File: config.mk
export PLATFORM = sky130hd
export DESIGN_NAME = branch_predict_unit_flat
export DESIGN_NICKNAME = d
export VERILOG_FILES = /design/src/rtl/branch_predict_unit_pkg.sv /design/src/rtl/branch_predict_unit_if.sv /design/src/rtl/branch_predict_unit_btb.sv /design/src/rtl/branch_predict_unit.sv /design/src/flat_wrapper.sv
export SDC_FILE = /design/constraint.sdc
export NUM_CORES = 2
export LEC_CHECK = 0
export BUFFER_PORTS_ARGS = -buffer_cell sky130_fd_sc_hd__buf_2
export CAP_MARGIN = 10
export CORE_ASPECT_RATIO = 1.75
export CORE_MARGIN = 1.5
export CORE_UTILIZATION = 42
export DETAILED_ROUTE_END_ITERATION = 12
export SYNTH_ARGS = -nofsm -noshare
export SYNTH_HDL_FRONTEND = slang
export SYNTH_SLANG_ARGS = --single-unit
File: constraint.sdc
create_clock -name clk -period 8.2 [get_ports clk]
set_clock_uncertainty 0.1 [all_clocks]
set_input_delay 1.64 -clock clk [delete_from_list [all_inputs] [get_ports clk]]
set_output_delay 1.64 -clock clk [all_outputs]
set_load 0.005 [all_outputs]
File: src/rtl/branch_predict_unit_pkg.sv
`default_nettype none
// ============================================================================
// Module      : branch_predict_unit_pkg
// Description : Shared types and sizing for the gshare branch predictor and
//               the EX-stage branch resolution logic.
//               - br_check_type  : prediction made for one fetch
//               - br_update_type : resolution sent back from EX
// Revision    : 1.0 - initial release
// ============================================================================
package branch_predict_unit_pkg;

  // Global history length; also the PHT index width.
  localparam int GSHARE_HISTORY_LENGTH = 8;

  // Prediction produced in IF and carried down the pipe with the instruction.
  typedef struct packed {
    logic                             branch_take;
    logic [1:0]                       GBP_predict;
    logic [GSHARE_HISTORY_LENGTH-1:0] GBHR;
  } br_check_type;

  // Resolution from EX. GBHR_old is the history snapshot taken at fetch time,
  // so the PHT entry that produced the prediction is the one trained.
  typedef struct packed {
    logic                             update;
    logic                             actual;
    logic                             wrong;
    logic [GSHARE_HISTORY_LENGTH-1:0] GBHR_old;
    logic [1:0]                       GBP_predict_update;
  } br_update_type;

  // Reset value of every PHT counter: weakly not-taken.
  localparam logic [1:0] PHT_RESET_VALUE = 2'b01;

endpackage : branch_predict_unit_pkg
`default_nettype wire

File: src/rtl/branch_predict_unit_if.sv
`default_nettype none
// ============================================================================
// Module      : branch_predict_unit_if
// Description : Fetch/EX bundle of the branch predictor.
//   stall_if     : fetch stalled, freezes speculative history
//   pc_if        : fetch-stage PC
//   br_update_ex : branch resolution from EX
//   pc_ex        : PC of the resolving branch
//   actual_pc    : resolved branch target
//   br_check_if  : prediction for this fetch (take, counter, history)
//   predicted_pc : next fetch PC
//   master modport = pipeline side, slave modport = predictor side.
// Revision    : 1.0 - initial release
// ============================================================================
interface branch_predict_unit_if #(
  parameter int PC_LENGTH = 32
);
  import branch_predict_unit_pkg::*;

  logic                 stall_if;
  logic [PC_LENGTH-1:0] pc_if;
  br_update_type        br_update_ex;
  logic [PC_LENGTH-1:0] pc_ex;
  logic [PC_LENGTH-1:0] actual_pc;
  br_check_type         br_check_if;
  logic [PC_LENGTH-1:0] predicted_pc;

  modport master (
    output stall_if, pc_if, br_update_ex, pc_ex, actual_pc,
    input  br_check_if, predicted_pc
  );

  modport slave (
    input  stall_if, pc_if, br_update_ex, pc_ex, actual_pc,
    output br_check_if, predicted_pc
  );

endinterface : branch_predict_unit_if
`default_nettype wire

File: src/rtl/branch_predict_unit_btb.sv
`default_nettype none
// ============================================================================
// Module      : branch_target_buffer
// Description : Direct-mapped branch target buffer, combinational read,
//               synchronous write, no write-to-read bypass.
//   clk, rst_n   : clock, asynchronous active-low reset (valid bits only)
//   rd_pc_i      : lookup PC
//   hit_o        : entry valid and tag matches
//   rd_target_o  : stored target of the indexed entry
//   wr_en_i      : write strobe
//   wr_pc_i      : PC selecting entry and tag to write
//   wr_target_i  : target to store
// Revision    : 1.0 - initial release
// ============================================================================
module branch_target_buffer #(
  parameter int PC_LENGTH    = 32,
  parameter int INDEX_LENGTH = 6
) (
  input  wire logic                 clk,
  input  wire logic                 rst_n,
  input  wire logic [PC_LENGTH-1:0] rd_pc_i,
  output logic                      hit_o,
  output logic [PC_LENGTH-1:0]      rd_target_o,
  input  wire logic                 wr_en_i,
  input  wire logic [PC_LENGTH-1:0] wr_pc_i,
  input  wire logic [PC_LENGTH-1:0] wr_target_i
);

  localparam int DEPTH = 1 << INDEX_LENGTH;
  localparam int TAG_W = PC_LENGTH - INDEX_LENGTH - 2;

  logic [DEPTH-1:0]     valid_q;
  logic [TAG_W-1:0]     tag_q    [DEPTH];
  logic [PC_LENGTH-1:0] target_q [DEPTH];

  logic [INDEX_LENGTH-1:0] rd_idx;
  logic [INDEX_LENGTH-1:0] wr_idx;
  logic [TAG_W-1:0]        rd_tag;
  logic [TAG_W-1:0]        wr_tag;

  // Instructions are word aligned, so PC[1:0] carry no information.
  logic unused_pc_bits;
  assign unused_pc_bits = ^{rd_pc_i[1:0], wr_pc_i[1:0]};

  assign rd_idx = rd_pc_i[INDEX_LENGTH+1:2];
  assign wr_idx = wr_pc_i[INDEX_LENGTH+1:2];
  assign rd_tag = rd_pc_i[PC_LENGTH-1:INDEX_LENGTH+2];
  assign wr_tag = wr_pc_i[PC_LENGTH-1:INDEX_LENGTH+2];

  assign hit_o       = valid_q[rd_idx] && (tag_q[rd_idx] == rd_tag);
  assign rd_target_o = target_q[rd_idx];

  always_ff @(posedge clk or negedge rst_n) begin
    if (!rst_n) begin
      valid_q <= '0;
    end else if (wr_en_i) begin
      valid_q[wr_idx] <= 1'b1;
    end
  end

  // Tag and target are qualified by valid, so they carry no reset.
  always_ff @(posedge clk) begin
    if (wr_en_i) begin
      tag_q[wr_idx]    <= wr_tag;
      target_q[wr_idx] <= wr_target_i;
    end
  end

endmodule : branch_target_buffer
`default_nettype wire

File: src/rtl/branch_predict_unit.sv
`default_nettype none
// ============================================================================
// Module      : branch_predict_unit
// Description : Gshare direction predictor (PHT of 2-bit counters indexed by
//               PC XOR global history) combined with a direct-mapped BTB.
//   clk, rst_n : clock, asynchronous active-low reset
//   bus        : branch_predict_unit_if.slave
//                (stall_if, pc_if, br_update_ex, pc_ex, actual_pc in;
//                 br_check_if, predicted_pc out)
// Revision    : 1.0 - initial release
// ============================================================================
module branch_predict_unit #(
  parameter int PC_LENGTH             = 32,
  parameter int GSHARE_HISTORY_LENGTH = branch_predict_unit_pkg::GSHARE_HISTORY_LENGTH,
  parameter int BTB_INDEX_LENGTH      = 6
) (
  input  wire logic              clk,
  input  wire logic              rst_n,
  branch_predict_unit_if.slave   bus
);
  import branch_predict_unit_pkg::*;

  localparam int L         = GSHARE_HISTORY_LENGTH;
  localparam int PHT_DEPTH = 1 << L;

  logic [L-1:0]         gbhr_q;
  logic [L-1:0]         gbhr_d;
  logic [1:0]           pht_q [PHT_DEPTH];

  logic [L-1:0]         pht_rd_idx;
  logic [L-1:0]         pht_wr_idx;
  logic [1:0]           pht_rd_val;
  logic                 btb_hit;
  logic [PC_LENGTH-1:0] btb_target;
  logic                 branch_take;
  br_update_type        upd;
  br_check_type         check;

  assign upd = bus.br_update_ex;

  // Read index uses live history; write index uses the history snapshot
  // that was current when the resolving branch was fetched.
  assign pht_rd_idx = bus.pc_if[L+1:2] ^ gbhr_q;
  assign pht_wr_idx = bus.pc_ex[L+1:2] ^ upd.GBHR_old;
  assign pht_rd_val = pht_q[pht_rd_idx];

  branch_target_buffer #(
    .PC_LENGTH    (PC_LENGTH),
    .INDEX_LENGTH (BTB_INDEX_LENGTH)
  ) u_btb (
    .clk         (clk),
    .rst_n       (rst_n),
    .rd_pc_i     (bus.pc_if),
    .hit_o       (btb_hit),
    .rd_target_o (btb_target),
    .wr_en_i     (upd.update && upd.actual),
    .wr_pc_i     (bus.pc_ex),
    .wr_target_i (bus.actual_pc)
  );

  // Without a BTB hit there is no target to redirect to, so the counter
  // alone never causes a taken prediction.
  assign branch_take = btb_hit && pht_rd_val[1];

  assign check.branch_take = branch_take;
  assign check.GBP_predict = pht_rd_val;
  assign check.GBHR        = gbhr_q;

  assign bus.br_check_if  = check;
  assign bus.predicted_pc = branch_take ? btb_target : (bus.pc_if + PC_LENGTH'(4));

  // A mispredict rebuilds history from the fetch-time snapshot plus the
  // real outcome, discarding any speculative shift in the same cycle.
  // Only BTB hits are treated as branches for speculative history.
  always_comb begin
    gbhr_d = gbhr_q;
    if (upd.update && upd.wrong) begin
      gbhr_d = {upd.GBHR_old[L-2:0], upd.actual};
    end else if (btb_hit && !bus.stall_if) begin
      gbhr_d = {gbhr_q[L-2:0], branch_take};
    end
  end

  always_ff @(posedge clk or negedge rst_n) begin
    if (!rst_n) begin
      gbhr_q <= '0;
    end else begin
      gbhr_q <= gbhr_d;
    end
  end

  always_ff @(posedge clk or negedge rst_n) begin
    if (!rst_n) begin
      for (int i = 0; i < PHT_DEPTH; i++) begin
        pht_q[i] <= PHT_RESET_VALUE;
      end
    end else if (upd.update) begin
      pht_q[pht_wr_idx] <= upd.GBP_predict_update;
    end
  end

endmodule : branch_predict_unit
`default_nettype wire

File: src/flat_wrapper.sv
// flat-port wrapper written by rule: the top's interface ports become plain ports
module branch_predict_unit_flat import branch_predict_unit_pkg::*;
#(
  parameter int PC_LENGTH             = 32,
  parameter int GSHARE_HISTORY_LENGTH = branch_predict_unit_pkg::GSHARE_HISTORY_LENGTH,
  parameter int BTB_INDEX_LENGTH      = 6
)
  (clk, rst_n, bus_stall_if, bus_pc_if, bus_br_update_ex, bus_pc_ex, bus_actual_pc, bus_br_check_if, bus_predicted_pc);
  branch_predict_unit_if #(.PC_LENGTH(PC_LENGTH)) bus_i ();
  input  wire logic clk;
  input  wire logic rst_n;
  input wire logic [$bits(bus_i.stall_if)-1:0] bus_stall_if;
  input wire logic [$bits(bus_i.pc_if)-1:0] bus_pc_if;
  input wire logic [$bits(bus_i.br_update_ex)-1:0] bus_br_update_ex;
  input wire logic [$bits(bus_i.pc_ex)-1:0] bus_pc_ex;
  input wire logic [$bits(bus_i.actual_pc)-1:0] bus_actual_pc;
  output wire logic [$bits(bus_i.br_check_if)-1:0] bus_br_check_if;
  output wire logic [$bits(bus_i.predicted_pc)-1:0] bus_predicted_pc;
  assign bus_i.stall_if = bus_stall_if;
  assign bus_i.pc_if = bus_pc_if;
  assign bus_i.br_update_ex = bus_br_update_ex;
  assign bus_i.pc_ex = bus_pc_ex;
  assign bus_i.actual_pc = bus_actual_pc;
  assign bus_br_check_if = bus_i.br_check_if;
  assign bus_predicted_pc = bus_i.predicted_pc;
  branch_predict_unit #(.PC_LENGTH(PC_LENGTH), .GSHARE_HISTORY_LENGTH(GSHARE_HISTORY_LENGTH), .BTB_INDEX_LENGTH(BTB_INDEX_LENGTH)) u_core (.clk(clk), .rst_n(rst_n), .bus(bus_i));
endmodule
Yosys cells after proc, flatten, opt, wreduce, memory -nomap -nowiden
Memory sizes are Yosys's and may differ from the RTL's. Index checks and enable logic that the tools add are counted.

Word-level logic and storage cells: 297. Register bits after elaboration: 584. Input port bits: 112. RAM bits: 3584. Memories kept: 2.

Reductions and logical operators: 9. Bitwise operators: 5. Add/sub/neg operators: 1. Mux-type cells: 15. Order comparisons: 6. Eq/ne operators: 1.

Memories: u_core.u_btb.target_q (words 64, bits a word 32, rd ports 1, clocked after memory_dff 0, wr ports 1, RTL line branch_predict_unit_btb.sv:34) `logic [PC_LENGTH-1:0] target_q [DEPTH];`; u_core.u_btb.tag_q (words 64, bits a word 24, rd ports 1, clocked after memory_dff 0, wr ports 1, RTL line branch_predict_unit_btb.sv:33) `logic [TAG_W-1:0] tag_q [DEPTH];`.

Operator list (number): $bwmux 512 (1); $or 64x64->64 (1); $add 32x3->32 const B (1); $mux 32 (1); $eq 24x24->1 (1); $ge 9x9->1 const B (2); $not 8->9 (2); $bmux 2 s8 (1); $demux 2 s8 (1); $mux 8 (2); $xor 8x8->8 (2); $lt 6x7->1 const B (2); $lt 9x1->1 const B (1); $logic_and 1x1->1 (7); $bmux 1 s6 (1); $demux 1 s6 (1); $ge 6x1->1 const B (1); $mux 2 (3); $mux 1 (4); $reduce_bool 2->1 (1); $logic_not 1->1 (1).

Depth between registers and ports, before layout
Word-level depth: 8. Depth in mapped cells: 19.

Hierarchy
A second synthesis with hierarchy kept.

Cells, all modules: 7704. Area total of the unflattened synthesis: 165443.7 µm².

Modules (own cells, without submodules): branch_target_buffer (seq. area each 109224.8 µm², instances 1, cells each 5765, area each 139007.1 µm²); branch_predict_unit (seq. area each 13332.8 µm², instances 1, cells each 1939, area each 26436.6 µm²).

Worst setup path before layout
OpenSTA, ideal clock, no wires.

Kind: input to output. Start: in bus_pc_if[3]. End: out bus_br_check_if[8]. Stages: 11. Path slack: 1.109 ns. Arrival time: 5.351 ns. Cells stage by stage: clkbuf_1 buf_2 xor2_1 buf_2 buf_2 buf_1 clkbuf_1 mux4_2 mux4_2 mux4_2 mux4_2.

Longest elaborated chain between the ends: 5.

RTL lines: from (decl) (RTL line flat_wrapper.sv:13) `input wire logic [$bits(bus_i.pc_if)-1:0] bus_pc_if;`; $xor 8x8->8 (RTL line branch_predict_unit.sv:43) `assign pht_rd_idx = bus.pc_if[L+1:2] ^ gbhr_q;`; $not 8->9 (not written as such) (RTL line branch_predict_unit.sv:45) `assign pht_rd_val = pht_q[pht_rd_idx];`; $bmux 2 s8 (RTL line branch_predict_unit.sv:45); $mux 2 (not written as such) (2 in series) (RTL line branch_predict_unit.sv:45); to (decl) (RTL line flat_wrapper.sv:17) `output wire logic [$bits(bus_i.br_check_if)-1:0] bus_br_check_if;`.

No other way between the ends. The select of a mux whose other input is x is not followed.

Final worst setup path
Start: in bus_pc_if[3]. End: out bus_predicted_pc[2].

Longest elaborated chain between the ends: 7. Elaborated cells on any way between the ends: 13. Those cells by class: eq/ne: 1; mux: 6; bitwise: 2; reduce/logical: 2; memory: 2.

RTL lines: $xor 8x8->8 (RTL line branch_predict_unit.sv:43); $not 8->9 (not written as such) (RTL line branch_predict_unit.sv:45); $bmux 2 s8 (RTL line branch_predict_unit.sv:45); $mux 2 (not written as such) (2 in series) (RTL line branch_predict_unit.sv:45); $logic_and 1x1->1 (RTL line branch_predict_unit.sv:63) `assign branch_take = btb_hit && pht_rd_val[1];`; $mux 32 (*) (RTL line branch_predict_unit.sv:70) `assign bus.predicted_pc = branch_take ? btb_target : (bus.pc_if + PC_LENGTH'(4));`; to (decl) (RTL line flat_wrapper.sv:18) `output wire logic [$bits(bus_i.predicted_pc)-1:0] bus_predicted_pc;`.

Every way passes the cells marked *; elsewhere a longest branch is shown, timed or not. The select of a mux whose other input is x is not followed.

==> results_dict.tcl <==
set metrics [dict create \
    crit_chain "buf_8 > buf_12 > buf_4 > mux4_2 > a22oi_1 > nand2_1 > xor2_1 > o22ai_1 > a21oi_1 > nor4_4 > nand3_4 > buf_4 > mux2i_1 > buf_4 > buf_2" \
    required_ps 6460 \
    drv_cap 0 \
    die_w_um 477 \
    holdBufCountCts 0 \
    finalCritPeriodShare 0.962 \
    synth_common_cells "edfxtp_1, mux4_2, mux2_2" \
    finalCriticalPeriod_ps 7890 \
    drive_gt1_frac 0.376 \
    synth_top_area_cell "edfxtp_1" \
    power_density_nw_per_um2 239 \
    multi_input_area_um2 41300 \
    synth.most_common_cell "edfxtp_1" \
    port_buffers 152 \
    cts_resized 0 \
    synth_cell_types 70 \
    swShare 0.221 \
    grt_pass1_wl_um 692000 \
    insertion_delay_ps 980 \
    cp_slowest_stage_delay_ps 610 \
    grt-ovfl-total 0 \
    hpwl_um 294000 \
    final-max-slew-violation-count 0 \
    yosysWarnings 0 \
    end_kind "output port" \
    vias_per_cell 6.13 \
    die_h_um 833 \
    grt_usage 0.250 \
    p_leak_nw 61.7 \
    path_max_fanout 68 \
    synthTopCellsByArea "edfxtp_1, mux4_2, dfrtp_1" \
    power_frac_seq 0.528 \
    clkPwrFrac 0.404 \
    wl_um 503000 \
    gp_congestion 0.838 \
    syn-cell-area_um2 165000 \
    antenna_found_initial 36 \
    htreeDepth 5 \
    power.switching_mw 9.90 \
    grt_max_degree 185 \
    numClockSinks 4168 \
    regArea_um2 123000 \
    first_pass_iters 5 \
    ir_worst_vdd_uv 181 \
    p_comb_frac 0.068 \
    postSynth.asyncResetShare 0.140 \
    critPathKind "in -> out" \
    fin_tns_setup_ps 0 \
    cp_num_buf_inv 6 \
    max_freq_mhz 127 \
    busiest_layer "met2" \
    preCtsSetupSlack_ps 301 \
    cts_setup_buffers 0 \
    cts_root_buf "clkbuf_16" \
    dieArea_um2 398000 \
    ant_nets 0 \
    cp.arrival_ps 6150 \
    synth_top_area_share 0.651 \
    crit_top_cell "buf_4" \
    nets 8242 \
    avgSynthCellArea_um2 21.5 \
    timing.final.ws_setup_ps 309 \
    p_int_mw 34.8 \
    netlist_instances 7698 \
    final-hold-violation-count 0 \
    grt_pass1_vias 86700 \
    io_pins 155 \
    synth-seq-cells 4168 \
    fillCellCount 32000 \
    rows 304 \
    ys_seq_area_frac 0.741 \
    cts_made_buffers 382 \
    cpMaxStageDelayCell "buf_4" \
    clk_pin_slew_ps 70 \
    clockBufferDepth 4 \
    worstMarginPinSlew_ps 1290 \
    setup_violations 0 \
    r2r_slack_ps 4250 \
    use_met1 0.289 \
    synth_ff_type "edfxtp_1" \
    cts_tree "yes" \
    met3_usage 0.0396 \
    grt.met2_usage 0.443 \
    wl_per_cell_um 36.9 \
    final_util 0.478 \
    synth_fp_nets 7811 \
    synth_edf_count 3584 \
    startpoint_type "primary input" \
    drtIter0Drc 9638 \
    cpLargestDelayFamily "buffers and inverters" \
    start_util 0.422 \
    areaGrowthSynthToFinish_pct 13.1 \
    timing.hold.worst.class "reg -> reg" \
    outcome "finished, final reports clean" \
    grt_setup_unrepaired "false" \
    dr_total_vias 83600 \
    final_cells 13700 \
    core_area_um2 392000 \
    drcViolationCount 0 \
    maxSlewHeadroom 0.143 \
    dp_cells 12900 \
]
==> cells in the final DEF (no fill, tap or decap), types with 130 or more instances in the layout <==
master     netlist  routed
edfxtp_1      3584    3584
mux2_2         533     533
nand2_1        133     130
dfstp_2        256     256
nor2_1         380     315
mux4_2        1147    1147
mux2i_1        201     201
buf_2          128     144
dfrtp_1        328     328
buf_4           28     278
clkbuf_16        0     392
==> logic make-up after synthesis <==
logic type | count (synthesis) | share of synthesized area
simple gates | 742 | 0.0203
buf+inv | 470 | 0.0132
mux | 1909 | 0.207
flops | 4168 | 0.741
compound gates | 324 | 0.0141
xor+xnor | 84 | 0.00445
fa+ha+maj | 1 | 0.0000756
==> power by group through the flow <==
stage / sequential, mW / combinational, mW / clock [mW]
global placement: 24.0 / 2.98 / 0
global route: 23.6 / 3.17 / 19.1
detailed placement: 24.1 / 3.04 / 0
CTS: 23.6 / 3.04 / 18.4
floorplan: 24.0 / 1.76 / 0
finish: 23.6 / 3.02 / 18.1
==> stage by stage <==
step                      hold WS, ps  total power [mW]  instance area (um2)
after global placement            346              27.0               175000
after detailed placement          349              27.1               175000
after CTS                         366              45.0               187000
final                             365              44.7               187000
after floorplan                   334              25.7               165000
after global routing              374              45.9               187000
==> per-layer routing <==
layer	wire length (um)	vias to the layer above
met3	36200	1191
met1	172000	45700
met2	262000	4084
met5	122	-
li1	-	32700
met4	32700	18
==> sequential cells by signal, summed over array words and instances (netlist names) <==
signal                 count
u_core.u_btb.valid_q      64
u_core.gbhr_q              8
u_core.u_btb.target_q   2048
u_core.pht_q             512
u_core.u_btb.tag_q      1536
==> cell type report <==
| class | instances | share of cell area |
|---|---|---|
| Tap cell | 5202 | 0.0348 |
| Multi-Input combinational cell | 3060 | 0.220 |
| Inverter | 19 | 0.000401 |
| Clock inverter | 205 | 0.0112 |
| Sequential cell | 4168 | 0.655 |
| Clock buffer | 493 | 0.0552 |
| Timing Repair Buffer | 498 | 0.0230 |
| Antenna cell | 5 | 0.0000669 |
==> path summary, 6_finish.rpt <==
| check | cells past startpoint | endpoint | start |
|---|---|---|---|
| worst max-delay path | 15 | bus_predicted_pc[2] | bus_pc_if[3] |
| worst min-delay path | 1 | u_core.u_btb.valid_q[25] | u_core.u_btb.valid_q[25] |
| worst max register to register | 11 | u_core.gbhr_q[3] | u_core.u_btb.tag_q[63][20] |
| worst min register to register | 1 | u_core.u_btb.valid_q[25] | u_core.u_btb.valid_q[25] |
| max in group asynchronous | 3 | u_core.pht_q[290] | rst_n |
| min in group asynchronous | 1 | u_core.pht_q[309] | rst_n |
(Power assumes the default switching activity.)
